[src/rtl/shift_seq_pkg.sv]
`default_nettype none
// ============================================================================
// Module      : shift_seq_pkg
// Description : Shared types and constants for the shift/rotate sequencer.
// Revision    : 1.0 - initial release
// ============================================================================
package shift_seq_pkg;

    localparam int WIDTH_DEF = 6;
    localparam int CNT_W_DEF = 3;

    localparam logic ROTATE = 1'b1;
    localparam logic SHIFT  = 1'b0;
    localparam logic LEFT   = 1'b1;
    localparam logic RIGHT  = 1'b0;

    typedef enum logic [1:0] {
        IDLE = 2'd0,
        RUN  = 2'd1,
        DONE = 2'd2
    } state_t;

endpackage
`default_nettype wire

[src/rtl/shift_seq_ctrl.sv]
`default_nettype none
// ============================================================================
// Module      : shift_seq_ctrl
// Description : Multi-step sequencer driving an external shift_reg once per
//               clock. Optional SHIFT_SEQ_PARITY_EN adds output dout_parity.
// Revision    : 1.0 - initial release
// ============================================================================
module shift_seq_ctrl
    import shift_seq_pkg::*;
#(
    parameter int WIDTH = WIDTH_DEF,
    parameter int CNT_W = CNT_W_DEF
) (
    input  logic                  clk,
    input  logic                  rst,
    input  logic                  start_valid,
    output logic                  start_ready,
    input  logic [WIDTH-1:0]      din,
    input  logic                  mode,
    input  logic                  direction,
    input  logic [CNT_W-1:0]      count,
    input  logic [2**CNT_W-2:0]   serial_bits,
    output logic [WIDTH-1:0]      sr_datain,
    output logic                  sr_mode,
    output logic                  sr_direction,
    output logic                  sr_serial_in,
    input  logic [WIDTH-1:0]      sr_dataout,
    output logic [WIDTH-1:0]      dout,
`ifdef SHIFT_SEQ_PARITY_EN
    output logic                  dout_parity,
`endif
    output logic                  done_valid,
    input  logic                  done_ready,
    output logic                  busy
);

    localparam logic [CNT_W-1:0] c_ZERO = '0;
    localparam logic [CNT_W-1:0] c_ONE  = CNT_W'(1);

    state_t                 r_state;
    logic [WIDTH-1:0]       r_acc;
    logic [CNT_W-1:0]       r_step;
    logic                   r_mode;
    logic                   r_dir;
    logic [CNT_W-1:0]       r_count;
    logic [2**CNT_W-2:0]    r_serial;
    logic [WIDTH-1:0]       r_dout;
    logic                   r_parity;
    logic                   w_last_step;

    assign start_ready  = (r_state == IDLE);
    assign busy         = (r_state != IDLE);
    assign done_valid   = (r_state == DONE);

    assign sr_datain    = r_acc;
    assign sr_mode      = r_mode;
    assign sr_direction = r_dir;
    assign sr_serial_in = r_serial[r_step];
    assign dout         = r_dout;

    assign w_last_step  = (r_step == (r_count - c_ONE));

`ifdef SHIFT_SEQ_PARITY_EN
    assign dout_parity  = r_parity;
`endif

    always_ff @(posedge clk) begin
        if (rst) begin
            r_state  <= IDLE;
            r_acc    <= '0;
            r_step   <= '0;
            r_mode   <= 1'b0;
            r_dir    <= 1'b0;
            r_count  <= '0;
            r_serial <= '0;
            r_dout   <= '0;
            r_parity <= 1'b0;
        end else begin
            case (r_state)
                IDLE: begin
                    if (start_valid) begin
                        r_acc    <= din;
                        r_mode   <= mode;
                        r_dir    <= direction;
                        r_count  <= count;
                        r_serial <= serial_bits;
                        r_step   <= '0;
                        // Zero-step command bypasses the datapath entirely
                        if (count == c_ZERO) begin
                            r_dout   <= din;
                            r_parity <= ^din;
                            r_state  <= DONE;
                        end else begin
                            r_state  <= RUN;
                        end
                    end
                end
                RUN: begin
                    r_acc <= sr_dataout;
                    if (w_last_step) begin
                        r_dout   <= sr_dataout;
                        r_parity <= ^sr_dataout;
                        r_state  <= DONE;
                    end else begin
                        r_step   <= r_step + c_ONE;
                    end
                end
                DONE: begin
                    if (done_ready) r_state <= IDLE;
                end
                default: r_state <= IDLE;
            endcase
        end
    end

`ifndef SHIFT_SEQ_PARITY_EN
    logic w_unused;
    assign w_unused = r_parity;
`endif

endmodule
`default_nettype wire

[config.mk]
export PLATFORM = sky130hd
export DESIGN_NAME = shift_seq_ctrl
export DESIGN_NICKNAME = d
export VERILOG_FILES = /design/src/rtl/shift_seq_pkg.sv /design/src/rtl/shift_seq_ctrl.sv
export SDC_FILE = /design/constraint.sdc
export NUM_CORES = 1
export LEC_CHECK = 0
export BUFFER_PORTS_ARGS = -buffer_cell sky130_fd_sc_hd__buf_2
export CAP_MARGIN = 0
export CORE_MARGIN = 8
export CORE_UTILIZATION = 48
export DETAILED_ROUTE_END_ITERATION = 6
export GPL_ROUTABILITY_DRIVEN = 0
export PLACE_DENSITY_LB_ADDON = 0.1
export SLEW_MARGIN = 40
export SYNTH_ARGS = -nofsm -noshare
export SYNTH_HDL_FRONTEND = slang
export SYNTH_SLANG_ARGS = --single-unit
[constraint.sdc]
create_clock -name clk -period 2.32 [get_ports clk]
set_input_delay 0.232 -clock clk [delete_from_list [all_inputs] [get_ports clk]]
set_output_delay 0.232 -clock clk [all_outputs]
set_load 0.01 [all_outputs]
==> reports/qor.tcl <==
set qor(count_of_pins_on_the_block_boundary) 46
set qor(initial_utilization_pct) 49.38
set qor(initial_antenna_violation_count) 0
set qor(groute.usage.overall_pct) 14.22
set qor(synth.avg_cell_area_sq_um) 9.041
set qor(post-synth-top-area-fraction_pct) 39.16
set qor(hold_class) {input pin to flop}
set qor(synth_warnings) 0
set qor(routed-via-count) 1273
set qor(grt_setup_unrepaired) {no}
set qor(io_buffer_count) 45
set qor(dieWidth_microns) 71.58
set qor(yosysSeqAreaShare_pct) 39.16
set qor(achievable-frequency_mhz) 526.6
set qor(critPathCaptureType) {primary output}
set qor(insertion_delay_ps) 320
set qor(asyncSetResetFlopFracSynth_pct) 0
set qor(clock_tree.root_cell) {clkbuf_4}
set qor(pre_cts_slack_ps) 500.3
set qor(design.final.nets) 236
set qor(synthesized_flop_and_latch_total) 29
set qor(cts_setup_buffers) 0
set qor(core_area_sq_um) 3003
set qor(largest_area_contributor_in_the_netlist) {dfxtp_1}
set qor(cts_made_buffers) 5
set qor(timing.critical_path.from_type) {flop}
set qor(detail_route.vias_per_cell) 5.326
set qor(fin_setup_tns_ps) 0
set qor(placement.cell_area_sq_um) 1678
set qor(grt_start_max_net_pins) 21
set qor(yosysUniqueCellTypes) 38
set qor(worst_ep_required_time_ps) 2090
set qor(min_period_ps) 1899
set qor(synth.net_count) 194
set qor(cts_max_level) 2
set qor(worst-setup-path-type) {flop to primary output}
set qor(synth.top_cells.by_count) {nand2_1 (39), dfxtp_1 (29), a21oi_1 (17)}
set qor(drcViolationCount) 0
set qor(cts-hold-fix-buffers) 0
set qor(power-per-cell-area_nw_per_um2) 704.1
set qor(worst_setup_hold_path_clk_slew_ps) 80
set qor(critical_path_peak_fanout) 7
set qor(grt_pass1_wl_microns) 5733
set qor(reg2reg_depth) 7
set qor(postRouteAntennaNets) 0
set qor(post_route_setup_slack_ps) 420.9
set qor(number_of_enable_flip_flop_cells_after_synthesis) 0
set qor(detailedRoute.firstPassIterationCount) 4
set qor(die-height_microns) 71.58
set qor(setup_viol) 0
set qor(netlist_top_cells_area) {dfxtp_1 (39%), nand2_1 (9.9%), a311oi_2 (6.1%)}
set qor(drv.max_cap_violation_count) 0
set qor(first_iter_violations) 46
set qor(syn-cell-area_sq_um) 1483
set qor(grt_pass1_vias) 1283
set qor(timing.final.max_slew_violations) 0
set qor(finish.instance_area_sq_um) 1733
set qor(final_min_period_over_clock_period_pct) 81.86
set qor(yosysMostFrequentCell) {nand2_1}
set qor(synthCells) 164
set qor(grt_overflow_total) 0
set qor(top_flip_flop_cell_by_instance_count_after_synthesis) {dfxtp_1}
set qor(share_of_post_route_cells_with_drive_strength_above_1_pct) 34.47
set qor(post_drt_wl_per_cell_microns) 14.50
set qor(routed_wirelength_microns) 3466
set qor(power_leakage_uw) 0.0007524
set qor(clock_sink_count) 29
set qor(worst_ir_drop_vdd_uv) 361.8
set qor(critPathArrivalTime_ps) 1670
set qor(ctsResizeCount) 0
set qor(finalHoldViolations) 0
set qor(rows) 20
set qor(worst_hold_path.num_cells) 3
set qor(synthToLayoutAreaGrowth_pct) 16.88
set qor(fp.dieArea_sq_um) 5123
set qor(antenna_cells_inserted) 0
set qor(relSlewSlack_pct) 66.92
set qor(cts_tree) {done}
set qor(post-dp-hpwl_microns) 2627
set qor(dp.cells) 232
set qor(finalNonFillerCells) 239
set qor(finalPower_uw) 1220
set qor(finalClockSkew_ps) 4.182
set qor(cts_max_path_buffers) 2
set qor(status) {complete, no violations}
set qor(tightestPinTransition_ps) 495.5
## worst max-delay path: stages, from the launching register on
cell and delay (ps):
dfxtp_1 500, mux4_2 540, o21a_1 180, buf_2 130
## per-layer routing
metal	track usage (%)	routed length, microns	vias up
met3	4.324	147	5
met4	7.029	53	0
met2	25.61	1742	29
li1	-	-	654
met1	14.54	1524	585
met5	0	0	-
## cells by family after synthesis
logic type | Yosys count | share of synthesized area (%)
AO/OA/AOI/OAI | 43 | 23.97
XOR/XNOR | 4 | 3.291
adder cells (fa/ha/maj) | 2 | 1.687
buffers and inverters | 22 | 9.113
flip-flops | 29 | 39.16
multiplexers | 8 | 6.245
AND/OR/NAND/NOR | 56 | 16.54
## state kept, by name, summed over array words and instances (netlist names)
name and flops:
dout 6, r_count 3, r_serial 7, r_state 2, r_step 3, sr_datain 6
sr_direction 1, sr_mode 1
## worst paths after layout
kind                           start                        to  slack, ps
min                   serial_bits[5]  r_serial[5]$_SDFFE_PP0P_        150
min reg2reg  r_count[1]$_SDFFE_PP0P_   r_count[1]$_SDFFE_PP0P_        460
max           r_step[0]$_SDFFE_PP0P_              sr_serial_in        420
max reg2reg  r_count[0]$_SDFFE_PP0P_      dout[2]$_SDFFE_PP0P_        480
## metrics by stage
step	hold slack (ps)	utilization, %
floorplan	368.0	-
detailed placement	447.9	55.88
finish	146.8	57.71
global placement	440.2	55.88
CTS	126.1	57.71
global route	123.9	57.71
## report_power, final
group          internal, uW  total (uW)  switching (uW)  leakage [uW]
sequential              549         588            39.4      0.000238
clock                   143         301             159     0.0000314
combinational           146         330             185      0.000483
total                   837        1220             383      0.000752
## layout by cell type, fill, tap and decap left out, types with 2 or more instances in the layout
cell type  count
a21oi_2        3
inv_1          6
buf_4          5
clkbuf_4       5
nor2b_1        2
xor2_1         2
a311oi_2       6
a311oi_1       7
and3_1         2
ha_1           2
o21a_1         3
nor2_1         7
mux2i_1        7
nand2_1       39
a21oi_1       17
buf_2         45
dfxtp_1       29
## layout make-up
type	count	area [sq um]
clock buffer	7	55.05
fill	283	1270
inverter	7	26.28
multi-input combinational	113	767.0
sequential	29	580.6
tap	33	41.29
timing repair buffer	50	262.8
Power figures use the tool's default switching activity.
